File: src/rtl/seq_fsm_pkg.sv
// -----------------------------------------------------------------------------
// seq_fsm_pkg
// Shared definitions for the serial pattern link: one-hot frame-state encoding,
// the default sync preamble (also used by the downstream detector) and a small
// width helper.
// -----------------------------------------------------------------------------
package seq_fsm_pkg;

    // Default sync preamble, sent MSB first.
    localparam int unsigned           PRE_W_DEF    = 4;
    localparam logic [PRE_W_DEF-1:0]  PREAMBLE_DEF = 4'b1010;

    // One-hot frame states.
    localparam int unsigned     ST_W    = 4;
    localparam logic [ST_W-1:0] ST_IDLE = 4'b0001;
    localparam logic [ST_W-1:0] ST_PRE  = 4'b0010;
    localparam logic [ST_W-1:0] ST_DATA = 4'b0100;
    localparam logic [ST_W-1:0] ST_GAP  = 4'b1000;

    typedef enum logic [ST_W-1:0] {
        S_IDLE = ST_IDLE,
        S_PRE  = ST_PRE,
        S_DATA = ST_DATA,
        S_GAP  = ST_GAP
    } frame_state_t;

    // Largest of three values; sizes the shared bit counter.
    function automatic int unsigned max3(input int unsigned a,
                                         input int unsigned b,
                                         input int unsigned c);
        int unsigned m;
        m = (a > b) ? a : b;
        return (m > c) ? m : c;
    endfunction

endpackage

File: src/rtl/seq_frame_tx_if.sv
// -----------------------------------------------------------------------------
// seq_frame_tx_if
// Upstream word handover for the frame transmitter (valid/ready handshake).
//   tx_data  : payload word, held by upstream until accepted
//   tx_valid : upstream has a word
//   tx_ready : transmitter can accept; accept = tx_valid & tx_ready at clk edge
// Modports: master = upstream word source, slave = transmitter.
// -----------------------------------------------------------------------------
interface seq_frame_tx_if #(
    parameter int unsigned DATA_W = 8
) ();

    logic [DATA_W-1:0] tx_data;
    logic              tx_valid;
    logic              tx_ready;

    modport master (
        output tx_data,
        output tx_valid,
        input  tx_ready
    );

    modport slave (
        input  tx_data,
        input  tx_valid,
        output tx_ready
    );

endinterface

File: src/rtl/seq_bit_timer.sv
// -----------------------------------------------------------------------------
// seq_bit_timer
// Divides clk into serial bit periods of BIT_DIV cycles.
//   clk        : clock, rising edge
//   rst        : synchronous active-high reset, clears the divider
//   i_idle     : transmitter idle, holds the divider cleared
//   i_start    : restart the divider at the first bit of a frame
//   o_bit_tick : high on the last clk cycle of each bit (constant 1 if BIT_DIV=1)
// -----------------------------------------------------------------------------
module seq_bit_timer #(
    parameter int unsigned BIT_DIV = 1
) (
    input  logic clk,
    input  logic rst,
    input  logic i_idle,
    input  logic i_start,
    output logic o_bit_tick
);

    localparam int unsigned CNT_W = $clog2(BIT_DIV + 1);

    logic [CNT_W-1:0] r_cnt;
    logic             w_last;

    assign w_last     = (r_cnt == CNT_W'(BIT_DIV - 1));
    assign o_bit_tick = (BIT_DIV == 1) ? 1'b1 : w_last;

    // Cycle-within-bit counter; wraps on the last cycle of each bit.
    always_ff @(posedge clk) begin
        if (rst || i_idle || i_start) begin
            r_cnt <= '0;
        end else if (w_last) begin
            r_cnt <= '0;
        end else begin
            r_cnt <= r_cnt + CNT_W'(1);
        end
    end

endmodule

File: src/rtl/seq_frame_tx.sv
// -----------------------------------------------------------------------------
// seq_frame_tx
// Serializes one parallel word per frame: PRE_W preamble bits, DATA_W payload
// bits MSB first, then GAP_BITS zero bits. Each bit lasts BIT_DIV clk cycles.
//   clk          : clock, rising edge
//   rst          : synchronous active-high reset
//   tx           : slave side of the word handshake (tx_data/tx_valid/tx_ready)
//   o_dout       : serial line to the detector din; idles low
//   o_dout_en    : strobe on the first cycle of each preamble/data bit
//   o_busy       : frame in progress
//   o_frame_done : one-cycle pulse in the first idle cycle after a frame
// -----------------------------------------------------------------------------
module seq_frame_tx
    import seq_fsm_pkg::*;
#(
    parameter int unsigned         DATA_W   = 8,
    parameter int unsigned         PRE_W    = PRE_W_DEF,
    parameter logic [PRE_W-1:0]    PREAMBLE = PRE_W'(PREAMBLE_DEF),
    parameter int unsigned         GAP_BITS = 2,
    parameter int unsigned         BIT_DIV  = 1
) (
    input  logic               clk,
    input  logic               rst,
    seq_frame_tx_if.slave      tx,
    output logic               o_dout,
    output logic               o_dout_en,
    output logic               o_busy,
    output logic               o_frame_done
);

    localparam int unsigned BCNT_W = $clog2(max3(PRE_W, DATA_W, GAP_BITS) + 1);

    frame_state_t      r_state;
    frame_state_t      w_state_nxt;

    logic              r_dout;
    logic              r_dout_en;
    logic              r_busy;
    logic              r_frame_done;
    logic              r_ready;
    logic [BCNT_W-1:0] r_bcnt;
    logic [PRE_W-1:0]  r_pre;
    logic [DATA_W-1:0] r_shift;

    logic              w_dout_nxt;
    logic              w_dout_en_nxt;
    logic              w_busy_nxt;
    logic              w_frame_done_nxt;
    logic              w_ready_nxt;
    logic [BCNT_W-1:0] w_bcnt_nxt;
    logic [PRE_W-1:0]  w_pre_nxt;
    logic [DATA_W-1:0] w_shift_nxt;

    logic              w_accept;
    logic              w_bit_tick;
    logic              w_idle;

    assign w_accept = tx.tx_valid & r_ready;
    assign w_idle   = (r_state == S_IDLE);

    seq_bit_timer #(
        .BIT_DIV (BIT_DIV)
    ) u_bit_timer (
        .clk        (clk),
        .rst        (rst),
        .i_idle     (w_idle),
        .i_start    (w_accept),
        .o_bit_tick (w_bit_tick)
    );

    // State and output registers.
    always_ff @(posedge clk) begin
        if (rst) begin
            r_state      <= S_IDLE;
            r_dout       <= 1'b0;
            r_dout_en    <= 1'b0;
            r_busy       <= 1'b0;
            r_frame_done <= 1'b0;
            r_ready      <= 1'b1;
            r_bcnt       <= '0;
            r_pre        <= '0;
            r_shift      <= '0;
        end else begin
            r_state      <= w_state_nxt;
            r_dout       <= w_dout_nxt;
            r_dout_en    <= w_dout_en_nxt;
            r_busy       <= w_busy_nxt;
            r_frame_done <= w_frame_done_nxt;
            r_ready      <= w_ready_nxt;
            r_bcnt       <= w_bcnt_nxt;
            r_pre        <= w_pre_nxt;
            r_shift      <= w_shift_nxt;
        end
    end

    // Next state and next output values. r_bcnt holds the bits still to come
    // after the one currently on the line, so a phase ends when it reads 0.
    always_comb begin
        w_state_nxt      = r_state;
        w_dout_nxt       = r_dout;
        w_dout_en_nxt    = 1'b0;
        w_frame_done_nxt = 1'b0;
        w_bcnt_nxt       = r_bcnt;
        w_pre_nxt        = r_pre;
        w_shift_nxt      = r_shift;

        unique case (r_state)
            S_IDLE: begin
                w_dout_nxt = 1'b0;
                if (w_accept) begin
                    w_state_nxt   = S_PRE;
                    w_dout_nxt    = PREAMBLE[PRE_W-1];
                    w_dout_en_nxt = 1'b1;
                    w_pre_nxt     = PREAMBLE << 1;
                    w_shift_nxt   = tx.tx_data;
                    w_bcnt_nxt    = BCNT_W'(PRE_W - 1);
                end
            end

            S_PRE: begin
                if (w_bit_tick) begin
                    w_dout_en_nxt = 1'b1;
                    if (r_bcnt == '0) begin
                        w_state_nxt = S_DATA;
                        w_dout_nxt  = r_shift[DATA_W-1];
                        w_shift_nxt = r_shift << 1;
                        w_bcnt_nxt  = BCNT_W'(DATA_W - 1);
                    end else begin
                        w_dout_nxt = r_pre[PRE_W-1];
                        w_pre_nxt  = r_pre << 1;
                        w_bcnt_nxt = r_bcnt - BCNT_W'(1);
                    end
                end
            end

            S_DATA: begin
                if (w_bit_tick) begin
                    if (r_bcnt == '0) begin
                        w_state_nxt = S_GAP;
                        w_dout_nxt  = 1'b0;
                        w_bcnt_nxt  = BCNT_W'(GAP_BITS - 1);
                    end else begin
                        w_dout_en_nxt = 1'b1;
                        w_dout_nxt    = r_shift[DATA_W-1];
                        w_shift_nxt   = r_shift << 1;
                        w_bcnt_nxt    = r_bcnt - BCNT_W'(1);
                    end
                end
            end

            S_GAP: begin
                w_dout_nxt = 1'b0;
                if (w_bit_tick) begin
                    if (r_bcnt == '0) begin
                        w_state_nxt      = S_IDLE;
                        w_frame_done_nxt = 1'b1;
                    end else begin
                        w_bcnt_nxt = r_bcnt - BCNT_W'(1);
                    end
                end
            end

            default: begin
                w_state_nxt = S_IDLE;
                w_dout_nxt  = 1'b0;
            end
        endcase

        w_ready_nxt = (w_state_nxt == S_IDLE);
        w_busy_nxt  = (w_state_nxt != S_IDLE);
    end

    assign tx.tx_ready  = r_ready;
    assign o_dout       = r_dout;
    assign o_dout_en    = r_dout_en;
    assign o_busy       = r_busy;
    assign o_frame_done = r_frame_done;

endmodule
File: src/flat_wrapper.sv
// flat-port wrapper written by rule: the top's interface ports become plain ports
module seq_frame_tx_flat import seq_fsm_pkg::*;
#(
    parameter int unsigned         DATA_W   = 8,
    parameter int unsigned         PRE_W    = PRE_W_DEF,
    parameter logic [PRE_W-1:0]    PREAMBLE = PRE_W'(PREAMBLE_DEF),
    parameter int unsigned         GAP_BITS = 2,
    parameter int unsigned         BIT_DIV  = 1
)
  (clk, rst, o_dout, o_dout_en, o_busy, o_frame_done, tx_tx_data, tx_tx_valid, tx_tx_ready);
  seq_frame_tx_if #(.DATA_W(DATA_W)) tx_i ();
  input  logic clk;
  input  logic rst;
  output logic o_dout;
  output logic o_dout_en;
  output logic o_busy;
  output logic o_frame_done;
  input wire logic [$bits(tx_i.tx_data)-1:0] tx_tx_data;
  input wire logic [$bits(tx_i.tx_valid)-1:0] tx_tx_valid;
  output wire logic [$bits(tx_i.tx_ready)-1:0] tx_tx_ready;
  assign tx_i.tx_data = tx_tx_data;
  assign tx_i.tx_valid = tx_tx_valid;
  assign tx_tx_ready = tx_i.tx_ready;
  seq_frame_tx #(.DATA_W(DATA_W), .PRE_W(PRE_W), .PREAMBLE(PREAMBLE), .GAP_BITS(GAP_BITS), .BIT_DIV(BIT_DIV)) u_core (.clk(clk), .rst(rst), .tx(tx_i), .o_dout(o_dout), .o_dout_en(o_dout_en), .o_busy(o_busy), .o_frame_done(o_frame_done));
endmodule
File: config.mk
export PLATFORM = sky130hd
export DESIGN_NAME = seq_frame_tx_flat
export DESIGN_NICKNAME = d
export VERILOG_FILES = /design/src/rtl/seq_fsm_pkg.sv /design/src/rtl/seq_frame_tx_if.sv /design/src/rtl/seq_bit_timer.sv /design/src/rtl/seq_frame_tx.sv /design/src/flat_wrapper.sv
export SDC_FILE = /design/constraint.sdc
export NUM_CORES = 1
export LEC_CHECK = 0
export ABC_AREA = 1
export BUFFER_PORTS_ARGS = -buffer_cell sky130_fd_sc_hd__buf_2
export CORE_MARGIN = 2
export CORE_UTILIZATION = 61
export CTS_BUF_LIST = sky130_fd_sc_hd__clkbuf_4 sky130_fd_sc_hd__clkbuf_8 sky130_fd_sc_hd__clkbuf_16
export CTS_CLUSTER_DIAMETER = 40
export DETAILED_ROUTE_END_ITERATION = 16
export MAX_ROUTING_LAYER = met4
export PLACE_DENSITY = 0.9
export SETUP_SLACK_MARGIN = 0.05
export SLEW_MARGIN = 20
export SYNTH_ARGS = -nofsm -noshare
export SYNTH_HDL_FRONTEND = slang
export SYNTH_HIERARCHICAL = 1
export SYNTH_SLANG_ARGS = --single-unit
export TNS_END_PERCENT = 100
File: constraint.sdc
create_clock -name clk -period 3.9 [get_ports clk]
set_input_delay 1.17 -clock clk [delete_from_list [all_inputs] [get_ports clk]]
set_output_delay 1.17 -clock clk [all_outputs]
set_load 0.02 [all_outputs]
==> results of run 1 <==
## through the flow
| stage | instance area, um2 | total power, mW |
|---|---|---|
| floorplan | 1400 | 0.9817 |
| global placement | 1470 | 1.072 |
| detailed placement | 1470 | 1.104 |
| CTS | 1500 | 1.221 |
| global route | 1500 | 1.338 |
| finish | 1500 | 1.218 |
## registers in the layout, indices dropped and copies added (netlist names)
signal,flops
u_core/r_shift,8
u_core/o_dout,1
u_core/o_busy,1
u_core/r_bcnt,4
u_core/o_frame_done,1
u_core/r_state,4
u_core/tx.tx_ready,1
u_core/o_dout_en,1
u_core/r_pre,2
## layout by cell type, fill, tap and decap left out, types with 2 or more instances in the layout
| master | instances |
|---|---|
| sky130_fd_sc_hd__a21oi_1 | 5 |
| sky130_fd_sc_hd__buf_2 | 15 |
| sky130_fd_sc_hd__clkbuf_4 | 4 |
| sky130_fd_sc_hd__dfxtp_1 | 23 |
| sky130_fd_sc_hd__ha_1 | 2 |
| sky130_fd_sc_hd__inv_1 | 23 |
| sky130_fd_sc_hd__inv_2 | 5 |
| sky130_fd_sc_hd__nand2_1 | 57 |
| sky130_fd_sc_hd__nand2_2 | 6 |
| sky130_fd_sc_hd__nand3_1 | 19 |
| sky130_fd_sc_hd__nand3_2 | 5 |
| sky130_fd_sc_hd__nand4_1 | 3 |
| sky130_fd_sc_hd__nor2_1 | 38 |
| sky130_fd_sc_hd__nor2_2 | 6 |
| sky130_fd_sc_hd__nor2_4 | 5 |
| sky130_fd_sc_hd__o21ai_0 | 3 |
| sky130_fd_sc_hd__o21ai_1 | 2 |
| sky130_fd_sc_hd__xor2_1 | 2 |
## power by group through the flow
stage,Sequential (mW),Combinational (mW),Clock (mW)
2_1_floorplan,0.384,0.598,0
3_3_place_gp,0.368,0.704,0
3_5_place_dp,0.373,0.730,0
4_1_cts,0.367,0.733,0.121
5_1_grt,0.377,0.830,0.130
6_report,0.368,0.735,0.115
## area by class of cell
type | count | area [um2] | share of cell area [%]
Tap cell | 28 | 35.03 | 2.335
Multi-Input combinational cell | 159 | 794.5 | 52.96
Sequential cell | 23 | 460.4 | 30.69
Clock buffer | 4 | 30.03 | 2.002
Timing Repair Buffer | 15 | 75.07 | 5.004
Inverter | 28 | 105.1 | 7.006
## worst min path at each step
stage                     slack (ps)                         start  cells past startpoint                            to
after floorplan                  430  u_core/r_pre[2]$_SDFFE_PP0P_                      2  u_core/r_pre[2]$_SDFFE_PP0P_
after global placement           450  u_core/r_pre[2]$_SDFFE_PP0P_                      2  u_core/r_pre[2]$_SDFFE_PP0P_
after detailed placement         480  u_core/r_pre[3]$_SDFFE_PP0P_                      2  u_core/r_pre[3]$_SDFFE_PP0P_
after CTS                        490  u_core/r_pre[3]$_SDFFE_PP0P_                      2  u_core/r_pre[3]$_SDFFE_PP0P_
after global routing             500  u_core/r_pre[3]$_SDFFE_PP0P_                      2  u_core/r_pre[3]$_SDFFE_PP0P_
final                            490  u_core/r_pre[2]$_SDFFE_PP0P_                      2  u_core/r_pre[2]$_SDFFE_PP0P_
## kinds of logic (layout without fill, tap and decap cells)
| kind of cell | Yosys count | count (layout) | synth area share (%) |
|---|---|---|---|
| simple gates | 142 | 142 | 48.88 |
| other cells | 1 | 1 | 0.2678 |
| compound gates | 12 | 12 | 4.558 |
| xor+xnor | 2 | 2 | 1.251 |
| fa+ha+maj | 2 | 2 | 1.787 |
| buf+inv | 33 | 47 | 10.37 |
| flops | 23 | 23 | 32.89 |
## worst min-delay path, cell delays in order, from the launching register on
cell and delay [ps]:
sky130_fd_sc_hd__dfxtp_1 340, sky130_fd_sc_hd__nand2_1 60, sky130_fd_sc_hd__a21oi_1 50
## routing by layer
| layer | up-vias | track usage, % | part of all wire [%] |
|---|---|---|---|
| met3 | 2 | 2.586 | 3.9 |
| li1 | 689 | - | - |
| met2 | 19 | 35.44 | 46 |
| met1 | 579 | 31.18 | 50 |
| met5 | - | - | 0 |
| met4 | 0 | 7.895 | 0.64 |
## Yosys cell counts, drive strengths merged
cell	count	area, um2
nand2	63	251.5
nor2	49	236.5
inv	28	105.1
nand3	25	162.7
dfxtp	23	460.4
a21oi	5	25.02
buf	5	40.04
o21ai	5	25.02
nand4	3	18.77
ha	2	25.02
nor3	2	15.01
xor2	2	17.52
a31oi	1	6.260
conb	1	3.750
o21bai	1	7.510
==> results.txt, run 1 <==
----------------------------------------------------
[Pwr]
  NetSw ... 608.2 uW
  Largest vdd supply drop ... 0.0005155 V
  Internal power ... 609.4 uW
  Clock network fraction of total power ... 9.4%
  Switching part of the total ... 49.95%
  Combinational share of power ... 60.4%
  Power per Cell Area ... 811.6 nW/um2
  Sequential Power Share ... 30.2%
  Leakage power summed over all cells ... 0.8153 nW

[Cells and area]
  Share of post-route cells with drive strength above 1 ... 20.96%
  Number of non-filler instances in the completed layout ... 257
  Synth-to-Final Area Change ... 7.149%
  Layout fillers ... 205
  Layout Utilization ... 68.48%
  Antenna diodes ... 0
  Net count reported at finish ... 243

[Setup path]
  R2r endpoint ... u_core/r_shift[3]$_SDFFE_PP0P_
  CP max FO ... 2
  Total number of cells along the worst setup path ... 1
  Library cell contributing the largest single delay on the critical path ... sky130_fd_sc_hd__dfxtp_1
  Worst R2R Start ... u_core/r_bcnt[0]$_SDFFE_PP0P_
  Cell breakdown of the critical path ... buf_2
  Reg-to-reg setup timing slack ... 2250 ps
  Dominant delay contributor by cell family on the critical path ... flip-flops
  Worst setup path startpoint ... u_core/o_dout$_SDFFE_PP0P_
  Worst Setup Start Kind ... flop
  Worst Reg-to-Reg Cells ... 9
  Class of the most critical setup path ... flop to output port
  Critical path required time ... 2730 ps
  Max stage delay on crit path ... 360 ps
  Number of buffer and inverter instances along the worst setup path ... 1
  Worst setup path end ... o_dout
  Arrival time reported for the critical path endpoint ... 820 ps
  Crit end category ... output port

[STA]
  Setup repair after global routing missed its margin ... false
  Clock period minus worst slack ... 1994 ps
  WHS ... 487.1 ps
  Crit share post-route ... 51.12%
  Final sum of negative setup slack ... 0 ps
  Final Slew Violations ... 0
  Number of endpoints with negative hold slack in the final report ... 0
  Final WS setup ... 1906 ps
  Maximum achievable frequency ... 0.5016 GHz
  Endpoints failing setup ... 0
  Final clock skew ... 3.433 ps

[Placed design]
  Cell count after placement ... 253
  Routability-driven placement congestion ratio ... 0.8445
  I/O Buffers ... 15
  HPWL Detailed ... 2188 um
  Worst setup slack after placement ... 1614 ps

[CTS]
  Depth of the CTS H-tree ... 1
  Total setup buffers inserted after CTS ... 0
  Post-cts gate resize count ... 0
  Master cell of the clock root buffer ... sky130_fd_sc_hd__clkbuf_4
  Cts bufs inserted ... 3
  Latest clock arrival within the worst-skew pair ... 300 ps
  Post-CTS Hold Buffers ... 0
  TritonCTS clock tree ... done
  Clock tree buffer depth ... 2
  Clock-pin slew of the registers on the worst-case setup and hold paths ... 120 ps
  CTS Sinks ... 23

[Synthesis]
  Total of flip-flops plus latches after synthesis ... 23
  Post-Syn Area per Cell ... 6.512 um2
  Summed instance area of the synthesized netlist ... 1400 um2
  Synth Instances ... 215
  Post-Syn Nets ... 228
  Sequential cell area fraction in the yosys report ... 32.89%
  Synth warnings ... 6
  Number of distinct library cells after synthesis ... 25

[Floorplan]
  Initial core utilization ... 63.91%
  Boundary pin count ... 16
  Core Footprint ... 2191 um2
  Total number of placement rows ... 17
  Die extent in y ... 51.91 um
  Width of the chip ... 51.91 um
  Die Footprint ... 2695 um2

[GRT]
  Overall fraction of global-route tracks in use ... 22.95%
  GR Overflow Total ... 0
  Maximum number of pins on one net before global-route repair ... 17
  Number of global-route vias before repair ... 1082
  Antenna violations before repair ... 0
  Wire length of the first global-routing pass ... 4498 um

[Route]
  Post-DR vias/cell ... 5.016
  Number of design rule violations left after detail routing ... 0
  First drt pass iteration count ... 4
  Via count of the routed design ... 1289
  Wirelength per Cell ... 10.98 um
  Total wire length after detailed routing ... 2821 um
  Post-detailed-route count of antenna-violating nets ... 0
  Drt first-iter violations ... 25

[Run]
  Max-cap check violation count ... 0

[Run status]
  Outcome ... complete, no violations

[Min path]
  Tightest Hold Check Type ... flop to flop

----------------------------------------------------
(Power assumes the default switching activity.)
==> run 2: changes to the inputs <==
Settings changed: CORE_UTILIZATION 61 to 51, PLACE_DENSITY 0.9 to 0.81.
Clock period 3.9 ns to 1.8 ns, I/O delays scaled along.
==> results.txt, run 2 (synthesis results as in run 1) <==
----------------------------------------------------
[GRT]
  GR Overflow Total ... 0
  Antenna violations before repair ... 0
  Number of global-route vias before repair ... 1242
  Maximum number of pins on one net before global-route repair ... 14
  Overall fraction of global-route tracks in use ... 21.33%
  Wire length of the first global-routing pass ... 5306 um

[CTS]
  Cts bufs inserted ... 3
  Latest clock arrival within the worst-skew pair ... 310 ps
  Clock tree buffer depth ... 2
  Master cell of the clock root buffer ... sky130_fd_sc_hd__clkbuf_4
  Clock-pin slew of the registers on the worst-case setup and hold paths ... 130 ps
  CTS Sinks ... 23
  Post-CTS Hold Buffers ... 0
  TritonCTS clock tree ... done
  Depth of the CTS H-tree ... 1

[Route]
  Wirelength per Cell ... 11.09 um
  Via count of the routed design ... 1313
  Total wire length after detailed routing ... 2906 um
  Number of design rule violations left after detail routing ... 0
  Drt first-iter violations ... 23
  Post-DR vias/cell ... 5.011
  Post-detailed-route count of antenna-violating nets ... 0
  First drt pass iteration count ... 4

[Setup path]
  Library cell contributing the largest single delay on the critical path ... sky130_fd_sc_hd__dfxtp_1
  Crit end category ... flop
  Worst Setup Start Kind ... flop
  Total number of cells along the worst setup path ... 9
  Max stage delay on crit path ... 330 ps
  Arrival time reported for the critical path endpoint ... 1800 ps
  Critical path required time ... 2020 ps
  Number of buffer and inverter instances along the worst setup path ... 1
  Cell breakdown of the critical path ... inv_1 > ha_1 > nand3_1 > nand2_2 > nand2_1 > nor2_4 > nand3_1 > nand2_1 > nor2_1
  Dominant delay contributor by cell family on the critical path ... simple AND/OR/NAND/NOR gates
  Worst Reg-to-Reg Cells ... 9
  Class of the most critical setup path ... flop to flop
  CP max FO ... 8

[Cells and area]
  Antenna diodes ... 0
  Layout Utilization ... 60.23%
  Final standard cell area without fillers ... 1533 um2
  Footprint of the multi-input gates ... 802.0 um2
  Net count reported at finish ... 246
  Synth-to-Final Area Change ... 9.473%
  Most flops, register ... u_core/r_shift
  Layout fillers ... 246
  Number of non-filler instances in the completed layout ... 262
  Biggest regs ... u_core/r_shift: 8 flops, u_core/r_bcnt: 4 flops, u_core/r_state: 4 flops
  Top library cells by usage in the layout, fill and taps aside ... 57 x sky130_fd_sc_hd__nand2_1, 37 x sky130_fd_sc_hd__nor2_1, 23 x sky130_fd_sc_hd__inv_1, 23 x sky130_fd_sc_hd__dfxtp_1, 19 x sky130_fd_sc_hd__nand3_1
  Share of post-route cells with drive strength above 1 ... 22.41%
  Flip-flop and latch area ... 460.4 um2
  Flip-flop count of the largest register after layout ... 8
  Most common library cell in the layout ignoring fill and taps ... sky130_fd_sc_hd__nand2_1

[Floorplan]
  Boundary pin count ... 16
  Die Footprint ... 3180 um2
  Width of the chip ... 56.40 um
  Core Footprint ... 2545 um2
  Initial core utilization ... 55.01%
  Total number of placement rows ... 18
  Die extent in y ... 56.40 um

[Run]
  Max-cap check violation count ... 0

[Pwr]
  Leakage power summed over all cells ... 0.8411 nW
  Largest vdd supply drop ... 0.0009452 V
  Power per Cell Area ... 1740 nW/um2
  Total power ... 2.667 mW

[STA]
  Final Slew Violations ... 0
  Clock period minus worst slack ... 1581 ps
  Crit share post-route ... 87.84%
  Maximum achievable frequency ... 0.6325 GHz
  Number of endpoints with negative hold slack in the final report ... 0
  Endpoints failing setup ... 0
  Setup repair after global routing missed its margin ... false
  Final sum of negative setup slack ... 0 ps
  Final clock skew ... 4.306 ps

[Placed design]
  HPWL Detailed ... 2251 um
  Post-Place Cell Area ... 1488 um2
  Cell count after placement ... 257
  I/O Buffers ... 15
  Routability-driven placement congestion ratio ... 0.8641

[Min path]
  Worst hold path depth ... 2
  Tightest Hold Check Type ... flop to flop

[Run status]
  Outcome ... complete, no violations

----------------------------------------------------
==> run 2: changes by cell type in the layout (fill, tap and decap cells not counted), sizes merged <==
cell / change
buf: +3
==> run 2: what timing repair did <==
item                                    4_1_cts  5_1_grt
buffers inserted                              0        1
endpoints found under the setup margin        0        4
gates resized for setup                       0        2
==> run 2: through the flow <==
stage / hold slack (ps) / setup slack (ps)
after floorplan: 433.3 / 426.6
after global placement: 453.7 / 295.4
after detailed placement: 457.7 / 243.4
after CTS: 477.6 / 215.4
after global routing: 466.6 / 62.07
final: 478.2 / 218.9
==> run 2: path summary, 6_finish.rpt <==
path | start | to | slack [ps]
hold / removal | u_core/r_pre[2]$_SDFFE_PP0P_ | u_core/r_pre[2]$_SDFFE_PP0P_ | 480
setup / recovery | u_core/r_bcnt[0]$_SDFFE_PP0P_ | u_core/r_shift[7]$_SDFFE_PP0P_ | 220
setup reg to reg | u_core/r_bcnt[0]$_SDFFE_PP0P_ | u_core/r_shift[7]$_SDFFE_PP0P_ | 220
hold reg to reg | u_core/r_pre[2]$_SDFFE_PP0P_ | u_core/r_pre[2]$_SDFFE_PP0P_ | 480
==> run 2: power by group <==
| part | total [mW] | switching, mW | internal, mW |
|---|---|---|---|
| sequential | 0.792 | 0.105 | 0.687 |
| combinational | 1.62 | 1.06 | 0.561 |
| clock | 0.256 | 0.154 | 0.102 |
| total | 2.67 | 1.32 | 1.35 |
==> run 2: per-layer routing <==
layer / vias to the layer above / GRT usage (%) / part of all wire [%]
met2: 20 / 33.28 / 47
met4: 0 / 8.163 / 2.0
met5: - / - / 0
met1: 588 / 26.73 / 48
li1: 699 / - / -
met3: 6 / 5.069 / 3.0
==> run 2: cell type report <==
cell class              count  area share [%]
clock buffers               4           1.959
inverters                  28           6.857
multi-input cells         159           52.33
flip-flops and latches     23           30.04
well taps                  30           2.449
repair buffers             18           6.367
==> run 2: worst min-delay path, cell delays in order (launching register included) <==
cell and delay [ps]:
sky130_fd_sc_hd__dfxtp_1 340, sky130_fd_sc_hd__nand2_1 60, sky130_fd_sc_hd__a21oi_1 50
==> run 3: changes to the inputs <==
Settings changed: RECOVER_POWER set to 50.
==> results.txt, run 3 (synthesis results as in run 1) <==
----------------------------------------------------
[CTS]
  Latest clock arrival within the worst-skew pair ... 310 ps
  Depth of the CTS H-tree ... 1
  TritonCTS clock tree ... done
  Clock tree buffer depth ... 2
  Post-CTS Hold Buffers ... 0
  Cts bufs inserted ... 3
  Master cell of the clock root buffer ... sky130_fd_sc_hd__clkbuf_4
  Clock-pin slew of the registers on the worst-case setup and hold paths ... 130 ps
  CTS Sinks ... 23

[Cells and area]
  Antenna diodes ... 0
  Most common library cell in the layout ignoring fill and taps ... sky130_fd_sc_hd__nand2_1
  Biggest regs ... u_core/r_shift: 8 flops, u_core/r_bcnt: 4 flops, u_core/r_state: 4 flops
  Most flops, register ... u_core/r_shift
  Share of post-route cells with drive strength above 1 ... 19.83%
  Number of non-filler instances in the completed layout ... 262
  Flip-flop and latch area ... 460.4 um2
  Layout fillers ... 248
  Top library cells by usage in the layout, fill and taps aside ... 57 x sky130_fd_sc_hd__nand2_1, 37 x sky130_fd_sc_hd__nor2_1, 23 x sky130_fd_sc_hd__inv_1, 23 x sky130_fd_sc_hd__dfxtp_1, 19 x sky130_fd_sc_hd__nand3_1
  Footprint of the multi-input gates ... 802.0 um2
  Flip-flop count of the largest register after layout ... 8
  Net count reported at finish ... 246
  Synth-to-Final Area Change ... 8.758%

[Run]
  Max-cap check violation count ... 0

[Pwr]
  Largest vdd supply drop ... 0.0009450 V
  Leakage power summed over all cells ... 0.8201 nW
  Total power ... 2.667 mW
  Power per Cell Area ... 1751 nW/um2

[Placed design]
  HPWL Detailed ... 2251 um
  Worst setup slack after placement ... 243.4 ps
  I/O Buffers ... 15
  Cell count after placement ... 257
  Routability-driven placement congestion ratio ... 0.8641

[GRT]
  Maximum number of pins on one net before global-route repair ... 14
  Antenna violations before repair ... 0
  GR Overflow Total ... 0
  Number of global-route vias before repair ... 1242
  Overall fraction of global-route tracks in use ... 21.33%
  Wire length of the first global-routing pass ... 5306 um

[Run status]
  Outcome ... complete, no violations

[STA]
  Final clock skew ... 3.562 ps
  Final Slew Violations ... 0
  WHS ... 478.3 ps
  Clock period minus worst slack ... 1593 ps
  Final WS setup ... 207.2 ps
  Setup repair after global routing missed its margin ... false
  Number of endpoints with negative hold slack in the final report ... 0
  Final sum of negative setup slack ... 0 ps
  Maximum achievable frequency ... 0.6278 GHz
  Crit share post-route ... 88.49%
  Endpoints failing setup ... 0

[Floorplan]
  Width of the chip ... 56.40 um
  Die extent in y ... 56.40 um
  Die Footprint ... 3180 um2
  Initial core utilization ... 55.01%
  Boundary pin count ... 16
  Core Footprint ... 2545 um2
  Total number of placement rows ... 18

[Route]
  Sum of routed wire segments on met1 ... 1404 um
  Wirelength per Cell ... 11.18 um
  First drt pass iteration count ... 4
  Drt first-iter violations ... 25
  Post-DR vias/cell ... 5.000
  Via count of the routed design ... 1310
  Total wire length after detailed routing ... 2929 um
  Met2 routed WL ... 1390 um
  Sum of met3 wire segment lengths after detailed routing ... 90 um
  Top routing layer used ... met4
  Post-detailed-route count of antenna-violating nets ... 0
  Number of design rule violations left after detail routing ... 0

[Setup path]
  Critical path required time ... 2020 ps
  CP max FO ... 8
  Worst Setup Start Kind ... flop
  Crit end category ... flop
  Class of the most critical setup path ... flop to flop
  Arrival time reported for the critical path endpoint ... 1810 ps

[Min path]
  Tightest Hold Check Type ... flop to flop

----------------------------------------------------
==> run 3: changes by cell type in the layout (fill, tap and decap cells not counted) <==
cell and delta:
sky130_fd_sc_hd__clkbuf_1 +6, sky130_fd_sc_hd__buf_2 -5, sky130_fd_sc_hd__buf_4 -1
==> run 3: per-stage QoR <==
step	util [%]	area, um2
finish	59.83	1523
global route	59.83	1523
CTS	59.64	1518
detailed placement	58.46	1488
global placement	58.46	1488
floorplan	-	1400
==> run 3: final timing paths <==
check,start,to,slack (ps),cells past startpoint
hold reg to reg,u_core/r_pre[2]$_SDFFE_PP0P_,u_core/r_pre[2]$_SDFFE_PP0P_,480,2
setup reg to reg,u_core/r_bcnt[0]$_SDFFE_PP0P_,u_core/r_shift[7]$_SDFFE_PP0P_,210,9
setup / recovery,u_core/r_bcnt[0]$_SDFFE_PP0P_,u_core/r_shift[7]$_SDFFE_PP0P_,210,9
hold / removal,u_core/r_pre[2]$_SDFFE_PP0P_,u_core/r_pre[2]$_SDFFE_PP0P_,480,2
==> run 3: cell type report <==
type	count	share of cell area (%)
well taps	30	2.465
inverters	28	6.902
multi-input cells	159	52.67
clock buffers	4	1.972
flip-flops and latches	23	30.24
repair buffers	18	5.752
==> run 3: repair_timing <==
item / CTS / global route
setup buffers: 0 / 1
endpoints found under the setup margin: 0 / 4
gates resized for setup: 0 / 2
==> run 3: where the power goes <==
group          switching [mW]  internal (mW)
Combinational            1.07          0.550
Sequential              0.106          0.687
Clock                   0.155          0.102
Total                    1.33           1.34
==> run 3: critical path: stages (launching register included) <==
cell                      delay (ps)
sky130_fd_sc_hd__dfxtp_1         330
sky130_fd_sc_hd__inv_1           110
sky130_fd_sc_hd__ha_1            180
sky130_fd_sc_hd__nand3_1         180
sky130_fd_sc_hd__nand2_2         160
sky130_fd_sc_hd__nand2_1         100
sky130_fd_sc_hd__nor2_4          210
sky130_fd_sc_hd__nand3_1         100
sky130_fd_sc_hd__nand2_1          90
sky130_fd_sc_hd__nor2_1           40
==> run 3: metal layers <==
metal / track usage, % / vias to the layer above
met2: 33.28 / 18
met4: 8.163 / 0
met5: - / -
met3: 5.069 / 4
met1: 26.73 / 591
li1: - / 697
